`src/rtl/uart_pkg.sv`:
```
// Shared constants, state type and timing helper for the UART transmit path.
package uart_pkg;

  localparam int PARITY_NONE = 0;
  localparam int PARITY_ODD  = 1;
  localparam int PARITY_EVEN = 2;

  typedef enum logic [2:0] {
    ST_IDLE,
    ST_START,
    ST_DATA,
    ST_PARITY,
    ST_STOP,
    ST_BREAK
  } tx_state_t;

  // Clock cycles per bit, truncated; the top level rejects results below 2.
  function automatic int calc_div(input int clock_frequency, input int baud_rate);
    return clock_frequency / baud_rate;
  endfunction

endpackage

```
`src/rtl/sync_fifo.sv`:
```
// Synchronous FIFO with first-word fall-through head, occupancy level and
// full/empty flags; a push while full is refused even when a pop coincides.
module sync_fifo #(
  parameter int WIDTH = 8,
  parameter int DEPTH = 16
) (
  input  logic                   clk,
  input  logic                   rst_n,
  input  logic [WIDTH-1:0]       wr_data,
  input  logic                   wr_en,
  input  logic                   rd_en,
  output logic [WIDTH-1:0]       rd_data,
  output logic                   full,
  output logic                   empty,
  output logic [$clog2(DEPTH):0] level
);

  localparam int AW = $clog2(DEPTH);
  localparam logic [AW:0] FULL_LEVEL = DEPTH[AW:0];

  logic [WIDTH-1:0] mem [DEPTH];
  logic [AW-1:0]    wr_ptr;
  logic [AW-1:0]    rd_ptr;
  logic             push;
  logic             pop;

  assign full    = (level == FULL_LEVEL);
  assign empty   = (level == '0);
  assign push    = wr_en && !full;
  assign pop     = rd_en && !empty;
  assign rd_data = mem[rd_ptr];

  always_ff @(posedge clk) begin
    if (!rst_n) begin
      wr_ptr <= '0;
      rd_ptr <= '0;
      level  <= '0;
    end else begin
      if (push) wr_ptr <= wr_ptr + 1'b1;
      if (pop)  rd_ptr <= rd_ptr + 1'b1;
      if (push && !pop)      level <= level + 1'b1;
      else if (pop && !push) level <= level - 1'b1;
    end
  end

  // Storage needs no reset: an entry is only read after it has been written.
  always_ff @(posedge clk) begin
    if (push) mem[wr_ptr] <= wr_data;
  end

endmodule

```
`src/rtl/uart_tx_fifo.sv`:
```
// FIFO-fed UART transmitter with configurable data bits, parity and stop bits.
// Define UART_TX_FIFO_BREAK_EN to add the break_req input and line-break state.
module uart_tx_fifo
  import uart_pkg::*;
#(
  parameter int CLOCK_FREQUENCY = 100_000_000,
  parameter int BAUD_RATE       = 115200,
  parameter int DATA_BITS       = 8,
  parameter int PARITY          = 0,
  parameter int STOP_BITS       = 1,
  parameter int DEPTH           = 16
) (
  input  logic                   clk,
  input  logic                   rst_n,
  input  logic [DATA_BITS-1:0]   in_data,
  input  logic                   in_valid,
  output logic                   in_ready,
  output logic                   tx,
  output logic                   busy,
  output logic [$clog2(DEPTH):0] level,
  output logic                   frame_done
`ifdef UART_TX_FIFO_BREAK_EN
  ,
  input  logic                   break_req
`endif
);

  localparam int DIV        = calc_div(CLOCK_FREQUENCY, BAUD_RATE);
  localparam int CW         = $clog2(DIV);
  localparam int FRAME_BITS = 1 + DATA_BITS + ((PARITY != PARITY_NONE) ? 1 : 0) + STOP_BITS;

  localparam logic [CW-1:0] BAUD_LAST = CW'(DIV - 1);
  localparam logic [4:0]    DATA_LAST = 5'(DATA_BITS - 1);
  localparam logic [4:0]    STOP_LAST = 5'(STOP_BITS - 1);
`ifdef UART_TX_FIFO_BREAK_EN
  localparam logic [4:0]    BREAK_LOW = 5'(2 * FRAME_BITS);
`endif

  if (DIV < 2) begin : g_div_check
    $error("uart_tx_fifo: CLOCK_FREQUENCY / BAUD_RATE must be at least 2");
  end

  tx_state_t              state;
  tx_state_t              state_d;
  logic [CW-1:0]          baud_cnt;
  logic [CW-1:0]          baud_d;
  logic [4:0]             bit_cnt;
  logic [4:0]             bit_d;
  logic [DATA_BITS-1:0]   shift;
  logic [DATA_BITS-1:0]   shift_d;
  logic                   par;
  logic                   par_d;
  logic                   tx_d;
  logic                   running;
  logic                   push;
  logic                   pop;
  logic                   bit_end;
  logic                   head_par;
  logic [DATA_BITS-1:0]   fifo_head;
  logic                   fifo_full;
  logic                   fifo_empty;

  sync_fifo #(
    .WIDTH (DATA_BITS),
    .DEPTH (DEPTH)
  ) u_fifo (
    .clk     (clk),
    .rst_n   (rst_n),
    .wr_data (in_data),
    .wr_en   (push),
    .rd_en   (pop),
    .rd_data (fifo_head),
    .full    (fifo_full),
    .empty   (fifo_empty),
    .level   (level)
  );

  // running holds in_ready low for the cycle in which reset is sampled.
  assign in_ready = running && !fifo_full;
  assign push     = in_valid && in_ready;
  assign bit_end  = (baud_cnt == BAUD_LAST);
  assign busy     = (state != ST_IDLE) || (level != '0);
  assign head_par = (^fifo_head) ^ (PARITY == PARITY_ODD);

  always_comb begin
    state_d    = state;
    baud_d     = bit_end ? '0 : baud_cnt + 1'b1;
    bit_d      = bit_cnt;
    shift_d    = shift;
    par_d      = par;
    pop        = 1'b0;
    frame_done = 1'b0;
    case (state)
      ST_IDLE: begin
        baud_d = '0;
`ifdef UART_TX_FIFO_BREAK_EN
        if (break_req) begin
          state_d = ST_BREAK;
          bit_d   = '0;
        end else
`endif
        if (!fifo_empty) begin
          pop     = 1'b1;
          shift_d = fifo_head;
          par_d   = head_par;
          state_d = ST_START;
        end
      end
      ST_START: begin
        if (bit_end) begin
          state_d = ST_DATA;
          bit_d   = '0;
        end
      end
      ST_DATA: begin
        if (bit_end) begin
          shift_d = shift >> 1;
          if (bit_cnt == DATA_LAST) begin
            bit_d   = '0;
            state_d = (PARITY != PARITY_NONE) ? ST_PARITY : ST_STOP;
          end else begin
            bit_d = bit_cnt + 1'b1;
          end
        end
      end
      ST_PARITY: begin
        if (bit_end) begin
          state_d = ST_STOP;
          bit_d   = '0;
        end
      end
      // The next queued byte starts immediately so back-to-back frames have no gap.
      ST_STOP: begin
        if (bit_end) begin
          if (bit_cnt == STOP_LAST) begin
            frame_done = 1'b1;
            bit_d      = '0;
            if (!fifo_empty) begin
              pop     = 1'b1;
              shift_d = fifo_head;
              par_d   = head_par;
              state_d = ST_START;
            end else begin
              state_d = ST_IDLE;
            end
          end else begin
            bit_d = bit_cnt + 1'b1;
          end
        end
      end
`ifdef UART_TX_FIFO_BREAK_EN
      ST_BREAK: begin
        if (bit_end) begin
          if (bit_cnt == BREAK_LOW) begin
            state_d = ST_IDLE;
            bit_d   = '0;
          end else begin
            bit_d = bit_cnt + 1'b1;
          end
        end
      end
`endif
      default: state_d = ST_IDLE;
    endcase

    // tx is registered from the next state so it changes on the same edge as the FSM.
    tx_d = 1'b1;
    case (state_d)
      ST_START:  tx_d = 1'b0;
      ST_DATA:   tx_d = shift_d[0];
      ST_PARITY: tx_d = par_d;
`ifdef UART_TX_FIFO_BREAK_EN
      ST_BREAK:  tx_d = (bit_d == BREAK_LOW);
`endif
      default:   tx_d = 1'b1;
    endcase
  end

  always_ff @(posedge clk) begin
    if (!rst_n) begin
      state    <= ST_IDLE;
      baud_cnt <= '0;
      bit_cnt  <= '0;
      shift    <= '0;
      par      <= 1'b0;
      tx       <= 1'b1;
      running  <= 1'b0;
    end else begin
      state    <= state_d;
      baud_cnt <= baud_d;
      bit_cnt  <= bit_d;
      shift    <= shift_d;
      par      <= par_d;
      tx       <= tx_d;
      running  <= 1'b1;
    end
  end

endmodule

```
`config.mk`:
```
export PLATFORM = sky130hd
export DESIGN_NAME = uart_tx_fifo
export DESIGN_NICKNAME = d
export VERILOG_FILES = /design/src/rtl/uart_pkg.sv /design/src/rtl/sync_fifo.sv /design/src/rtl/uart_tx_fifo.sv
export SDC_FILE = /design/constraint.sdc
export NUM_CORES = 1
export LEC_CHECK = 0
export CORE_MARGIN = 2
export CORE_UTILIZATION = 57
export CTS_BUF_LIST = sky130_fd_sc_hd__clkbuf_2 sky130_fd_sc_hd__clkbuf_4 sky130_fd_sc_hd__clkbuf_8
export CTS_CLUSTER_SIZE = 24
export DETAILED_ROUTE_END_ITERATION = 10
export GPL_TIMING_DRIVEN = 0
export PLACE_DENSITY = 0.84
export SETUP_SLACK_MARGIN = 0.1
export SYNTH_ARGS = -nofsm -noshare
export SYNTH_HDL_FRONTEND = slang
export SYNTH_SLANG_ARGS = --single-unit
```
`constraint.sdc`:
```
create_clock -name clk -period 3.5 [get_ports clk]
set_input_delay 0.7 -clock clk [delete_from_list [all_inputs] [get_ports clk]]
set_output_delay 0.7 -clock clk [all_outputs]
set_load 0.01 [all_outputs]
```
==> impl_metrics.py <==
metrics = {
    "grt": {
        "grt_pass1_wl_um": 21700,
        "busiest_layer": "met2",
        "grt_util_met3": 0.0429,
        "grt_pass1_vias": 4101,
        "grt-ovfl-total": 0,
        "grtUsageTotal": 0.225,
        "use_met1": 0.285,
        "antenna_found_initial": 0,
        "grt_max_degree": 17,
        "grt_use_met2": 0.384,
    },
    "route": {
        "vias": 4044,
        "via_per_inst": 5.96,
        "ant_nets": 0,
        "dr.pass1.iters": 7,
        "wl_per_cell_um": 20.9,
        "wl_um": 14200,
        "drt_iter0_drc": 480,
        "drc": 0,
    },
    "sta": {
        "fmax_ghz": 0.299,
        "hold_viol": 0,
        "finalClockSkew_ps": 10.8,
        "finalSetupTns_ps": 0,
        "setup_viol": 0,
        "drv_slew": 0,
        "max_slew_margin": 0.508,
        "rsz0062_at_grt": "no",
        "timing.final.crit_share": 0.956,
        "worstMarginPinSlew_ps": 736,
        "period_minus_slack_ps": 3340,
    },
    "floorplanning": {
        "die-width_um": 116,
        "io_pins": 20,
        "start_util": 0.589,
        "core_um2": 12100,
        "die-area_um2": 13400,
        "die_y_um": 116,
        "rows": 40,
    },
    "place": {
        "io_buffers": 19,
        "dp.final_hpwl_um": 9380,
        "gp_congestion": 0.841,
    },
    "setup_path": {
        "worstPathRequired_ps": 3880,
        "arrival_ps": 3720,
        "crit_path_end_kind": "flop",
        "cp-start-kind": "flop",
        "reg2regPathDepth": 16,
        "critPathKind": "flop to flop",
        "critPathMaxFanout": 9,
    },
    "synth": {
        "yosysMostFrequentCell": "edfxtp_1",
        "synth_area_leaders": "edfxtp_1 54%, dfxtp_1 13%, mux4_2 10%",
        "synthArstFlopShare": 0,
        "synth_enable_flop_cells": 128,
        "synthTopCellsByCount": "128 x edfxtp_1, 46 x dfxtp_1, 32 x mux4_2",
        "ys_ff_latch": 174,
        "syn_nets": 479,
        "synth_top_area_cell": "edfxtp_1",
        "synth_area_per_cell_um2": 15.7,
        "yosysSeqAreaShare": 0.668,
        "synthDistinctLibCells": 49,
        "syn-cell-area_um2": 7130,
        "ys_warn_count": 0,
        "synth_top_area_frac": 0.539,
        "synth_ff_type": "edfxtp_1",
        "synth_cells": 455,
    },
    "flow_run": {
        "cap_violations": 0,
    },
    "clock_tree": {
        "path_clk_slew_ps": 80,
        "htree_levels": 4,
        "cts_tree": "yes",
        "ctsLongestPathBuffers": 2,
        "clk-insertion-delay-late_ps": 450,
        "cts_buffers": 17,
        "root_buffer": "clkbuf_8",
        "cts.sinks": 174,
    },
    "pwr": {
        "p_per_area_nw_per_um2": 663,
        "worst_ir_drop_vdd_v": 0.000436,
        "total_leakage_power_uw": 0.00266,
    },
    "finish": {
        "final_util": 0.661,
        "fillers": 831,
        "nets": 522,
        "areaGrowthSynthToFinish_pct": 12.3,
        "diodes": 0,
        "layout-drive-gt1-share": 0.167,
    },
    "run_status": {
        "status": "finished, final reports clean",
    },
    "worst_hold_path": {
        "hold_path.class": "flop to flop",
        "whs_path_depth": 2,
    },
}
## what timing repair did
item,4_1_cts,5_1_grt
setup endpoints to repair,2,2
buffers inserted,2,3
gates resized for setup,2,6
hold buffers,0,0
pin swaps,1,1
## registers in the layout, indices dropped and copies added (netlist names), named ones only
register	count
baud_cnt	10
u_fifo.level	5
state	3
par	1
running	1
shift	8
u_fifo.rd_ptr	4
u_fifo.mem	128
tx	1
u_fifo.wr_ptr	4
bit_cnt	5
## metrics by stage
stage | cell area (µm²) | instances | hold WS [ps] | power (µW) | setup slack [ps]
floorplan | 7130 | 455 | 413 | 3490 | 130
global placement | 7530 | 642 | 425 | 3800 | -194
detailed placement | 7530 | 642 | 431 | 3860 | -288
CTS | 7960 | 675 | 448 | 5300 | 123
global route | 8010 | 678 | 531 | 5560 | 20.8
finish | 8010 | 678 | 498 | 5310 | 155
## cell families after synthesis
| group | synth area share |
|---|---|
| XOR/XNOR | 0.0344 |
| flip-flops | 0.668 |
| multiplexers | 0.104 |
| adder cells (fa/ha/maj) | 0.0239 |
| buffers and inverters | 0.0186 |
| AO/OA/AOI/OAI | 0.0549 |
| AND/OR/NAND/NOR | 0.0962 |
## per-layer routing
layer | up-vias | part of all wire
met3 | 21 | 0.064
li1 | 1823 | -
met5 | - | 0
met2 | 173 | 0.52
met1 | 2027 | 0.40
met4 | 0 | 0.020
## critical path, cell delays in order (launching register included)
cell,delay [ps]
dfxtp_2,360
ha_4,170
nor3b_2,180
and4_1,230
buf_6,130
nand2_2,80
a2111oi_4,440
buf_6,160
inv_2,30
ha_1,220
inv_2,100
ha_1,270
a21o_1,210
a21oi_2,170
xnor2_1,90
or3_1,290
a21boi_0,150
## worst paths after layout
path	from	endpoint	slack, ps
setup reg to reg	baud_cnt[0]	u_fifo.level[4]	160
setup / recovery	baud_cnt[0]	u_fifo.level[4]	160
hold / removal	bit_cnt[1]	bit_cnt[1]	500
hold reg to reg	bit_cnt[1]	bit_cnt[1]	500
## final cells by class
class                           instances  area (µm²)  area share
Multi-Input combinational cell        252        2260       0.282
Clock inverter                          9         138      0.0172
Timing Repair Buffer                   24         228      0.0284
Buffer                                 19        98.8      0.0123
Tap cell                              168         210      0.0263
Clock buffer                           22         272      0.0339
Sequential cell                       174        4770       0.595
Inverter                               10        37.5     0.00469
## power by group
part / switching (µW) / internal [µW]
clock network: 686 / 746
registers: 82.3 / 2320
logic: 729 / 744
## layout by cell type, fill, tap and decap left out, types with 2 or more instances in the layout
| cell type | n |
|---|---|
| a21boi_0 | 4 |
| a21o_1 | 3 |
| a21oi_1 | 6 |
| a222oi_1 | 6 |
| a22oi_1 | 17 |
| and2_1 | 28 |
| and3_1 | 5 |
| buf_1 | 6 |
| buf_4 | 8 |
| buf_6 | 2 |
| bufinv_16 | 3 |
| clkbuf_1 | 7 |
| clkbuf_4 | 5 |
| clkbuf_8 | 17 |
| clkdlybuf4s50_1 | 19 |
| clkinv_4 | 3 |
| dfxtp_1 | 44 |
| dfxtp_2 | 2 |
| edfxtp_1 | 128 |
| ha_1 | 11 |
| inv_1 | 6 |
| inv_2 | 3 |
| mux2i_1 | 2 |
| mux4_2 | 32 |
| nand2_1 | 20 |
| nand2b_1 | 2 |
| nand3_1 | 8 |
| nand4_1 | 5 |
| nor2_1 | 23 |
| nor2b_1 | 15 |
| nor3_1 | 6 |
| nor3b_1 | 2 |
| o21ai_0 | 5 |
| o21ai_1 | 3 |
| or3_1 | 2 |
| or4b_1 | 2 |
| xnor2_1 | 16 |
| xor2_1 | 12 |
(Power assumes the default switching activity.)
